`config.mk`:
```
export PLATFORM = sky130hd
export DESIGN_NAME = tpu_mac_pipe
export DESIGN_NICKNAME = d
export VERILOG_FILES = /design/src/rtl/tpu_mac_pipe.sv
export SDC_FILE = /design/constraint.sdc
export NUM_CORES = 1
export LEC_CHECK = 0
export CORE_MARGIN = 4
export CORE_UTILIZATION = 55
export DETAILED_ROUTE_END_ITERATION = 10
export DONT_BUFFER_PORTS = 1
export PLACE_DENSITY = 0.7
export REMOVE_ABC_BUFFERS = 1
export SLEW_MARGIN = 10
export SYNTH_ARGS = -nofsm -noshare
export SYNTH_HDL_FRONTEND = slang
export SYNTH_SLANG_ARGS = --single-unit
```
`constraint.sdc`:
```
create_clock -name clk -period 4.3 [get_ports clk]
set_clock_uncertainty 0.15 [all_clocks]
set_input_delay 0.86 -clock clk [delete_from_list [all_inputs] [get_ports clk]]
set_output_delay 0.86 -clock clk [all_outputs]
set_load 0.05 [all_outputs]
```
`src/rtl/tpu_mac_pipe.sv`:
```
// Systolic multiply-accumulate cell: registered multiply, then accumulate with
// signed/unsigned operation, optional saturation, sticky overflow and a valid handshake.
module tpu_mac_pipe #(
    parameter int BITS_AB = 8,
    parameter int BITS_C  = 16,
    parameter bit SAT_EN  = 1'b1
) (
    input  logic               clk,
    input  logic               rst,
    input  logic               en,
    input  logic               in_valid,
    input  logic               clr,
    input  logic               WrEn,
    input  logic               sgn,
    input  logic [BITS_AB-1:0] Ain,
    input  logic [BITS_AB-1:0] Bin,
    input  logic [BITS_C-1:0]  Cin,
    output logic [BITS_AB-1:0] Aout,
    output logic [BITS_AB-1:0] Bout,
    output logic [BITS_C-1:0]  Cout,
    output logic               out_valid,
    output logic               ovf
);
    localparam int PW = 2 * BITS_AB;

    generate
        if (BITS_C < PW) begin : g_bad_width
            $error("tpu_mac_pipe: BITS_C must be at least 2*BITS_AB");
        end
    endgenerate

    logic [BITS_AB-1:0] r_aout, r_bout;
    logic [PW-1:0]      r_p1;
    logic               r_v1, r_clr1, r_wren1, r_sgn1;
    logic [BITS_C-1:0]  r_cin1;
    logic [BITS_C-1:0]  r_acc;
    logic               r_out_valid, r_ovf;

    logic [PW-1:0]      w_a_ext, w_b_ext, w_prod;
    logic [BITS_C:0]    w_acc_ext, w_p_ext, w_sum;
    logic               w_ovf;
    logic [BITS_C-1:0]  w_sat, w_next_acc;

    // Extending both operands to the full product width before multiplying gives
    // the correct low 2*BITS_AB bits for signed and unsigned alike.
    always_comb begin
        w_a_ext = sgn ? {{BITS_AB{Ain[BITS_AB-1]}}, Ain} : {{BITS_AB{1'b0}}, Ain};
        w_b_ext = sgn ? {{BITS_AB{Bin[BITS_AB-1]}}, Bin} : {{BITS_AB{1'b0}}, Bin};
        w_prod  = w_a_ext * w_b_ext;
    end

    // NOTE: every signal written here gets a value on every path, so no latch is inferred.
    always_comb begin
        w_acc_ext  = r_sgn1 ? {r_acc[BITS_C-1], r_acc} : {1'b0, r_acc};
        w_p_ext    = r_sgn1 ? {{(BITS_C+1-PW){r_p1[PW-1]}}, r_p1}
                            : {{(BITS_C+1-PW){1'b0}}, r_p1};
        w_sum      = w_acc_ext + w_p_ext;
        w_ovf      = r_sgn1 ? (w_sum[BITS_C] ^ w_sum[BITS_C-1]) : w_sum[BITS_C];
        w_sat      = {BITS_C{1'b1}};
        if (r_sgn1) begin
            // True sign of the wide sum picks which bound was crossed.
            w_sat = w_sum[BITS_C] ? {1'b1, {(BITS_C-1){1'b0}}} : {1'b0, {(BITS_C-1){1'b1}}};
        end
        w_next_acc = (w_ovf && SAT_EN) ? w_sat : w_sum[BITS_C-1:0];
    end

    // NOTE: sequential state uses non-blocking assignments so all registers update together.
    always_ff @(posedge clk or posedge rst) begin
        if (rst) begin
            r_aout      <= '0;
            r_bout      <= '0;
            r_p1        <= '0;
            r_v1        <= 1'b0;
            r_clr1      <= 1'b0;
            r_wren1     <= 1'b0;
            r_sgn1      <= 1'b0;
            r_cin1      <= '0;
            r_acc       <= '0;
            r_out_valid <= 1'b0;
            r_ovf       <= 1'b0;
        end else begin
            r_out_valid <= en & r_v1;
            if (en) begin
                r_aout  <= Ain;
                r_bout  <= Bin;
                r_p1    <= w_prod;
                r_v1    <= in_valid;
                r_clr1  <= clr;
                r_wren1 <= WrEn;
                r_sgn1  <= sgn;
                r_cin1  <= Cin;
                if (r_v1) begin
                    if (r_clr1) begin
                        r_acc <= '0;
                        r_ovf <= 1'b0;
                    end else if (r_wren1) begin
                        r_acc <= r_cin1;
                    end else begin
                        r_acc <= w_next_acc;
                        if (w_ovf) r_ovf <= 1'b1;
                    end
                end
            end
        end
    end

    assign Aout      = r_aout;
    assign Bout      = r_bout;
    assign Cout      = r_acc;
    assign out_valid = r_out_valid;
    assign ovf       = r_ovf;
endmodule

```
Word level (Yosys, flattened, before mapping)
Index checks and enable logic that the tools add are counted.

cells by class
  reduce and logical (&&, ||, !) cells = 3
  equal/unequal tests = 1
  add/sub/neg operators = 1
  multiply operators = 1
  muxes and demuxes = 13
  bitwise gates (word level) = 2

operators with widths
  cell                                           number
  2-to-1 mux 16 bit                              7
  2-to-1 mux 17 bit                              2
  adder 17 bit                                   1
  multiplier 16 x 16 -> 16 bit                   1
  2-to-1 mux 1 bit                               4
  AND reduction 4 bit                            1
  inequality test 2 bit (second input constant)  1
  AND reduction 2 bit                            1
  nonzero test 2 bit                             1
  AND 1 bit                                      1
  bitwise XOR 1 bit                              1

storage, ports and cells
  input port bits = 39
  register bits = 70
  word-level logic and storage cells = 32

Longest topological paths before layout
Gate-level depths: netlist of the first run.

  depth after elaboration = 7
  mapped depth = 21

Least setup slack after synthesis of the first run
No wires, ideal clock.

  kind = input to register
  start point = in sgn
  end point = reg r_p1[14]
  path buffers = 1
  arrival time = 5.676 ns
  stages = 16
  data required time = 4.025 ns
  setup slack = -1.651 ns
  cells stage by stage = clkbuf_1 -> and3_1 -> fa_1 -> inv_1 -> fa_1 -> fa_1 -> fa_1 -> fa_1 -> fa_1 -> inv_1 -> ha_1 -> o21ai_0 -> o31ai_1 -> o41ai_1 -> xnor2_1 -> mux2_2

on the way
  word-level cells in the longest chain between the ends = 2

ends and longest elaborated chain
  what                                  line    text
  start: declaration                    14      input logic sgn,
  2-to-1 mux 16 bit (on tied branches)  47, 48
  multiplier 16 x 16 -> 16 bit *        49      w_prod = w_a_ext * w_b_ext;
  end signal: assignment                86      r_p1 <= w_prod;
  end: declaration                      33      logic [PW-1:0] r_p1;

Every way passes the cells marked *; elsewhere a longest branch is shown, timed or not.
A chain may end at the register's enable or synchronous reset.

Worst setup path in the final report of the first run
  start point = in Ain[7]
  end point = reg r_p1[14]

on the way
  word-level cells in the longest chain between the ends = 2

ends and longest elaborated chain
  what                          line  text
  start: declaration            15    input logic [BITS_AB-1:0] Ain,
  2-to-1 mux 16 bit             47    w_a_ext = sgn ? {{BITS_AB{Ain[BITS_AB-1]}}, Ain} : {{BITS_AB{1'b0}}, Ain};
  multiplier 16 x 16 -> 16 bit  49

Every way passes these cells.

==> summary.md, run 1 <==
| Metric | Value |
|---|---|
| Yosys warns | 0 |
| WL/cell | around 18 um |
| PD cells | 761 nW/um^2 |
| Mapped Cells | 756 |
| Clk Latency, worst-skew pair | 0.36 ns |
| Post-route ant nets | 0 |
| Chip Width | 125 um |
| Fin nets | 955 |
| Top post-synthesis cells by area | dfrtp_1, fa_1, ha_1 |
| Async SR Flop Fraction | 100% |
| Worst-Margin Slew | ~1.1 ns |
| # IOs | 73 |
| Share of the synthesized area in the top cell type | 23.3% |
| Worst hold slack | 0.360 ns |
| Largest area contributor in the netlist | dfrtp_1 |
| Worst path arrival time | about 5.3 ns |
| CTS hold repair buffers | 0 |
| Final min period | 5.26 ns |
| WS Path Type | in -> reg |
| Die H | 125 um |
| Sink Count | 70 |
| Hpwl dp | 13400 um |
| Hold Fails Final Rpt | 0 |
| Critical Path Fanout Max | 16 |
| Number of setup violations in the final report | 8 |
| Final Slew Violations | 0 |
| Site row count | 42 |
| Met3 usage | 4.93% |
| CTS tree | built |
| Commonest cells after routing, fill and taps aside | inv_1, dfrtp_1, fa_1 |
| Number of max-cap violations | 0 |
| Filler cells | approximately 1000 |
| CTS root buffer | clkbuf_16 |
| Total gr overflow | 0 |
| Maximum resistive drop on vdd | between 0.0004 and 0.0005 V |
| Worst EP required | 4.39 ns |
| Commonest non-fill, non-tap cell in the layout | inv_1 |
| Via count of the routed design | approximately 5600 |
| Total CTS buffers | 9 |
| Critical Path Sink Type | flip-flop |
| Area Overhead vs Synth | 14.6% |
| Met1 Use GR | around 30% |
| Met2 Resource Use GR | 39.4% |
| Syn Area/Cell | 9.93 sq um |
| WL final | 17700 um |
| Max Root-Sink Buffers | 2 |
| Starting Density | a little under three fifths |
| Post-Syn Area | between 7000 and 8000 sq um |
| Port Buffers | 0 |
| Failing checks | setup timing |
| Setup ws final | -0.955 ns |
| Setup crit start kind | input pin |
| Headroom to the max-slew limit | 23.7% |
| Core area | 13300 sq um |
| Antenna violations before repair | 0 |
| Max Fclk | between 0.15 and 0.2 GHz |
| RSZ-0062 raised after global routing | yes |
| ANT cells | 0 |
| Vias per inst | 5.87 |
| Router iterations before antenna repair | 5 |
| H-tree levels | 3 |
| Number of global-route vias before repair | 5913 |
| Largest net degree at the start of global routing | 59 |
| Register area share after synthesis | a little under a quarter |
| Period utilization | 122% |
| Synth unique cells | 66 |
| # placed instances | 939 |
| Global-route wire length before repair | 29500 um |
| DP Worst Slack | -1.51 ns |
| Status | finished with violations |
| Layout cells sized above 1 | between 20 and 30% |
| DIE AREA | between 15000 and 20000 sq um |
| Gr usage total | 23.2% |
| Gp weighted congestion | 0.908 |
| Clock transition at the registers of the reported paths | 0.06 ns |
| Non-Filler Instances | about 960 |
| DRC violations left | 0 |
| Hold WC Path Type | in -> async |
| Number of synthesized flops with an enable pin | 0 |
| GR peak layer | met2 |
| Synth Register Bits | 70 |
| Synth Flop Type | dfrtp_1 |
| Leakage | 0.00393 uW |
| Iteration-0 DRC Markers | 266 |
metal layers:
metal	part of all wire, %	wire [um]	vias up
met5	0	0	-
met4	2.1	378	0
met3	5.3	931	36
met2	48	8520	158
met1	44	7820	2777
li1	-	-	2649
where the power goes:
group          total [uW]  internal [uW]  leakage [uW]  switching, uW
combinational        4570           2240       0.00295           2320
sequential           1200            823      0.000847            382
clock                 775            450      0.000142            325
total                6540           3520       0.00393           3030
layout make-up:
type / count / area, sq um / area share, %
inverter: 106 / 399 / 4.64
sequential: 70 / 1750 / 20.4
timing repair buffer: 47 / 372 / 4.32
multi-input combinational: 543 / 5560 / 64.6
clock buffer: 9 / 225 / 2.62
tap: 176 / 220 / 2.56
clock inverter: 7 / 72.6 / 0.844
cell usage after synthesis, drive strengths merged (10+ instances only):
| cell | count |
|---|---|
| nand2 | 39 |
| ha | 67 |
| buf | 10 |
| and2 | 49 |
| nor2 | 25 |
| nand3 | 14 |
| nor4b | 14 |
| a211oi | 35 |
| clkbuf | 27 |
| mux2 | 46 |
| xnor2 | 28 |
| and3 | 14 |
| o21ai | 17 |
| xor2 | 10 |
| a22oi | 15 |
| dfrtp | 70 |
| a21oi | 17 |
| fa | 72 |
| inv | 106 |
worst max-delay path: stages:
cell and delay [ns]:
and3_4 0.18, fa_1 0.52, buf_6 0.15, fa_1 0.53
inv_1 0.05, fa_1 0.52, fa_1 0.43, fa_1 0.51
fa_1 0.41, inv_1 0.07, ha_2 0.20, buf_4 0.12
nor2_1 0.06, nor2_1 0.19, o41ai_2 0.13, xnor2_1 0.14
mux2_4 0.26
final timing paths:
| path | slack [ns] | startpoint | depth (start not counted) | end |
|---|---|---|---|---|
| max in group asynchronous | 2.76 | rst | 2 | Bout[0]$_DFFE_PP0P_ |
| min in group clk | 0.36 | r_v1$_DFFE_PP0P_ | 1 | r_v1$_DFFE_PP0P_ |
| worst min-delay path | 0.36 | rst | 1 | Bout[7]$_DFFE_PP0P_ |
| worst min register to register | 0.36 | r_v1$_DFFE_PP0P_ | 1 | r_v1$_DFFE_PP0P_ |
| worst max-delay path | -0.96 | Ain[7] | 17 | r_p1[14]$_DFFE_PP0P_ |
| worst max register to register | 0.61 | Cout[0]$_DFFE_PP0P_ | 9 | Cout[15]$_DFFE_PP0P_ |
cell families after synthesis:
logic type,count (synthesis),share of synthesized area [%]
buffers and inverters,143,7.27
muxes,47,7.04
and+or+nand+nor,184,13.5
xor gates and xnor gates,40,5.03
AOI/OAI and AO/OA,133,13.5
adders and majority gates,139,30.4
DFF,70,23.3
metrics by stage:
stage	total power (uW)	area (sq um)	utilization [%]	TNS, ns
after global placement	4770	7910	59.5	-9.07
after detailed placement	4910	7910	59.5	-10.02
after CTS	6300	8490	63.9	-5.41
final	6540	8600	64.7	-5.27
after floorplan	3960	7360	-	-8.35
after global routing	7080	8600	64.7	-6.34
what timing repair did:
action,CTS,global route
setup buffers,5,0
pin swaps,47,38
endpoints found under the setup margin,8,8
resized for setup,62,29
registers in the layout (all words and copies together) (netlist names):
name / count
r_p1: 16
r_sgn1: 1
r_wren1: 1
Aout: 8
r_v1: 1
r_clr1: 1
r_cin1: 16
ovf: 1
Bout: 8
out_valid: 1
Cout: 16
Power figures use the tool's default switching activity.
==> inputs of run 2 (changes only) <==
- CTS_BUF_LIST: not set -> sky130_fd_sc_hd__clkbuf_8
==> run 2 against run 1 <==
The flow still finishes with violations (setup timing). Register-to-register slack improved by 0.02 ns. Sequential power about the same. Die area unchanged. Power decreased by 2.4%. Largest power group unchanged. Non-clock buffer count decreased by 2. Hold slack got worse by 0.026 ns. Core utilization decreased by 0.68 points. Global-route usage decreased by 0.31 points. Highest routed layer unchanged. Maximum frequency increased by 0.84%. Setup slack improved by 0.044 ns. First-iteration DRC count unchanged. Combinational power increased by 1%.
==> summary.md, run 2 (synthesis results as in run 1) <==
| Metric | Value |
|---|---|
| Status | finished with violations |
| Failing checks | setup timing |
| Final core area utilization | 64.0% (-0.68 points) |
| Fin nets | 953 (-0.21%) |
| H-tree levels | 3 (unchanged) |
| Leakage | 0.00388 uW (-1.4%) |
| Max Fclk | 0.192 GHz (+0.84%) |
| Critical Path Sink Type | flip-flop |
| Iteration-0 DRC Markers | 266 (unchanged) |
| Number of global-route vias before repair | 5890 (-0.39%) |
| Total CTS buffers | 9 (unchanged) |
| Number of setup violations in the final report | 8 (unchanged) |
| Critical Path Fanout Max | 10 (-6) |
| Filler cells | 1063 (+1.9%) |
| DP Worst Slack | -1.51 ns (unchanged) |
| Max Root-Sink Buffers | 2 (unchanged) |
| WL/cell | 18.1 um (-1.6%) |
| CTS tree | built |
| Worst EP required | 4.42 ns (+0.03 ns) |
| Global-route wire length before repair | 29200 um (-0.94%) |
| Post-route ant nets | 0 (unchanged) |
| Commonest non-fill, non-tap cell in the layout | inv_1 |
| CTS root buffer | clkbuf_8 |
| Number of max-cap violations | 0 (unchanged) |
| # IOs | 73 (unchanged) |
| WS Path Type | in -> reg |
| DRC violations left | 0 (unchanged) |
| Site row count | 42 (unchanged) |
| Chip Width | 125 um (unchanged) |
| Port Buffers | 0 (unchanged) |
| ANT cells | 0 (unchanged) |
| Via count of the routed design | 5546 (-1.3%) |
| Worst-Margin Slew | 1.14 ns (-0.00378 ns) |
| Die H | 125 um (unchanged) |
| Setup ws final | -0.912 ns (+0.0435 ns) |
| Hpwl dp | 13400 um (unchanged) |
| Reg-to-Reg Start | Cout[0]$_DFFE_PP0P_ |
| WL final | 17300 um (-1.8%) |
| CTS hold repair buffers | 0 (unchanged) |
| Total gr overflow | 0 (unchanged) |
| Hold Fails Final Rpt | 0 (unchanged) |
| DIE AREA | 15600 sq um (unchanged) |
| Clock transition at the registers of the reported paths | 0.10 ns (+0.04 ns) |
| PD cells | 751 nW/um^2 (-1.4%) |
| Router iterations before antenna repair | 5 (unchanged) |
| Headroom to the max-slew limit | 23.9% (+0.25 points) |
| CP startpoint | Bin[2] |
| Setup slack, reg-to-reg | 0.63 ns (+0.02 ns) |
| Commonest cells after routing, fill and taps aside | inv_1, dfrtp_1, fa_1 |
| RSZ-0062 raised after global routing | yes |
| Sink Count | 70 (unchanged) |
| Antenna violations before repair | 0 (unchanged) |
| Final min period | 5.21 ns (-0.0435 ns) |
| Hold WC Path Type | in -> async |
| Total power | 6390 uW (-2.4%) |
| Layout cells sized above 1 | 24.4% (-0.70 points) |
| Gr usage total | 22.9% (-0.31 points) |
| Final Slew Violations | 0 (unchanged) |
| Setup crit start kind | input pin |
| Period utilization | 121% (-1.0 points) |
| Worst path arrival time | 5.33 ns (about the same) |
| Vias per inst | 5.80 (-1.1%) |
| Maximum resistive drop on vdd | 0.000400 V (-7.1%) |
| Core area | 13300 sq um (unchanged) |
| Largest net degree at the start of global routing | 59 (unchanged) |
| Starting Density | 56.4% (unchanged) |
| Area Overhead vs Synth | 13.4% |
| Gp weighted congestion | 0.908 (unchanged) |
| Clk Latency, worst-skew pair | 0.38 ns (+0.02 ns) |
[run 2: worst max-delay path, stage by stage]
cell and delay (ns):
and3_4 0.17, fa_1 0.59, inv_2 0.06, buf_4 0.13, fa_1 0.46, fa_1 0.55
fa_1 0.45, fa_1 0.52, fa_1 0.52, inv_1 0.04, ha_2 0.16, or3_4 0.34
o31ai_4 0.23, xor2_1 0.17, a21oi_1 0.08
[run 2: report_power, final]
part / leakage, uW / total (uW) / switching (uW) / internal, uW
combinational: 0.00294 / 4620 / 2340 / 2280
clock: 0.0000956 / 564 / 295 / 269
sequential: 0.000847 / 1200 / 381 / 821
total: 0.00388 / 6390 / 3020 / 3370
[run 2: what timing repair did]
item | in CTS | in global routing
resized for setup | 53 | 37
endpoints found under the setup margin | 8 | 8
buffers inserted | 2 | 1
pin swaps | 30 | 53
[run 2: metrics by stage]
stage               setup TNS [ns]  std cells  instance area [sq um]  hold slack, ns
finish                       -4.81        956                   8510           0.334
global route                 -5.77        956                   8510           0.373
CTS                          -4.97        957                   8370           0.340
detailed placement          -10.02        939                   7910           0.349
global placement             -9.07        939                   7910           0.341
floorplan                    -8.35        719                   7360           0.331
[run 2: final timing paths]
check	to	depth (start not counted)
worst max-delay path	r_p1[15]$_DFFE_PP0P_	15
worst min-delay path	Bout[6]$_DFFE_PP0P_	1
worst max register to register	Cout[0]$_DFFE_PP0P_	9
worst min register to register	r_cin1[0]$_DFFE_PP0P_	1
max in group asynchronous	r_p1[1]$_DFFE_PP0P_	2
min in group clk	r_cin1[0]$_DFFE_PP0P_	1
[run 2: metal layers]
layer  global-route usage, %  up-vias  share of wire [%]
met1                    29.3     2731                 43
met4                    7.14        0                1.5
met5                       0        -                  0
li1                        -     2636                  -
met3                    5.23       21                6.5
met2                    38.8      158                 48
[run 2: cell type report]
cell class | count | area [sq um] | area share (%)
inverters | 106 | 399 | 4.69
clock inverters | 7 | 72.6 | 0.853
repair buffers | 45 | 353 | 4.15
well taps | 176 | 220 | 2.59
multi-input cells | 543 | 5590 | 65.7
clock buffers | 9 | 124 | 1.46
flip-flops and latches | 70 | 1750 | 20.6
==> inputs of run 3 (changes only) <==
- CAP_MARGIN: not set -> 0
==> results of run 3 <==
The final DEF is identical to that of run 2; final timing and power are the same.
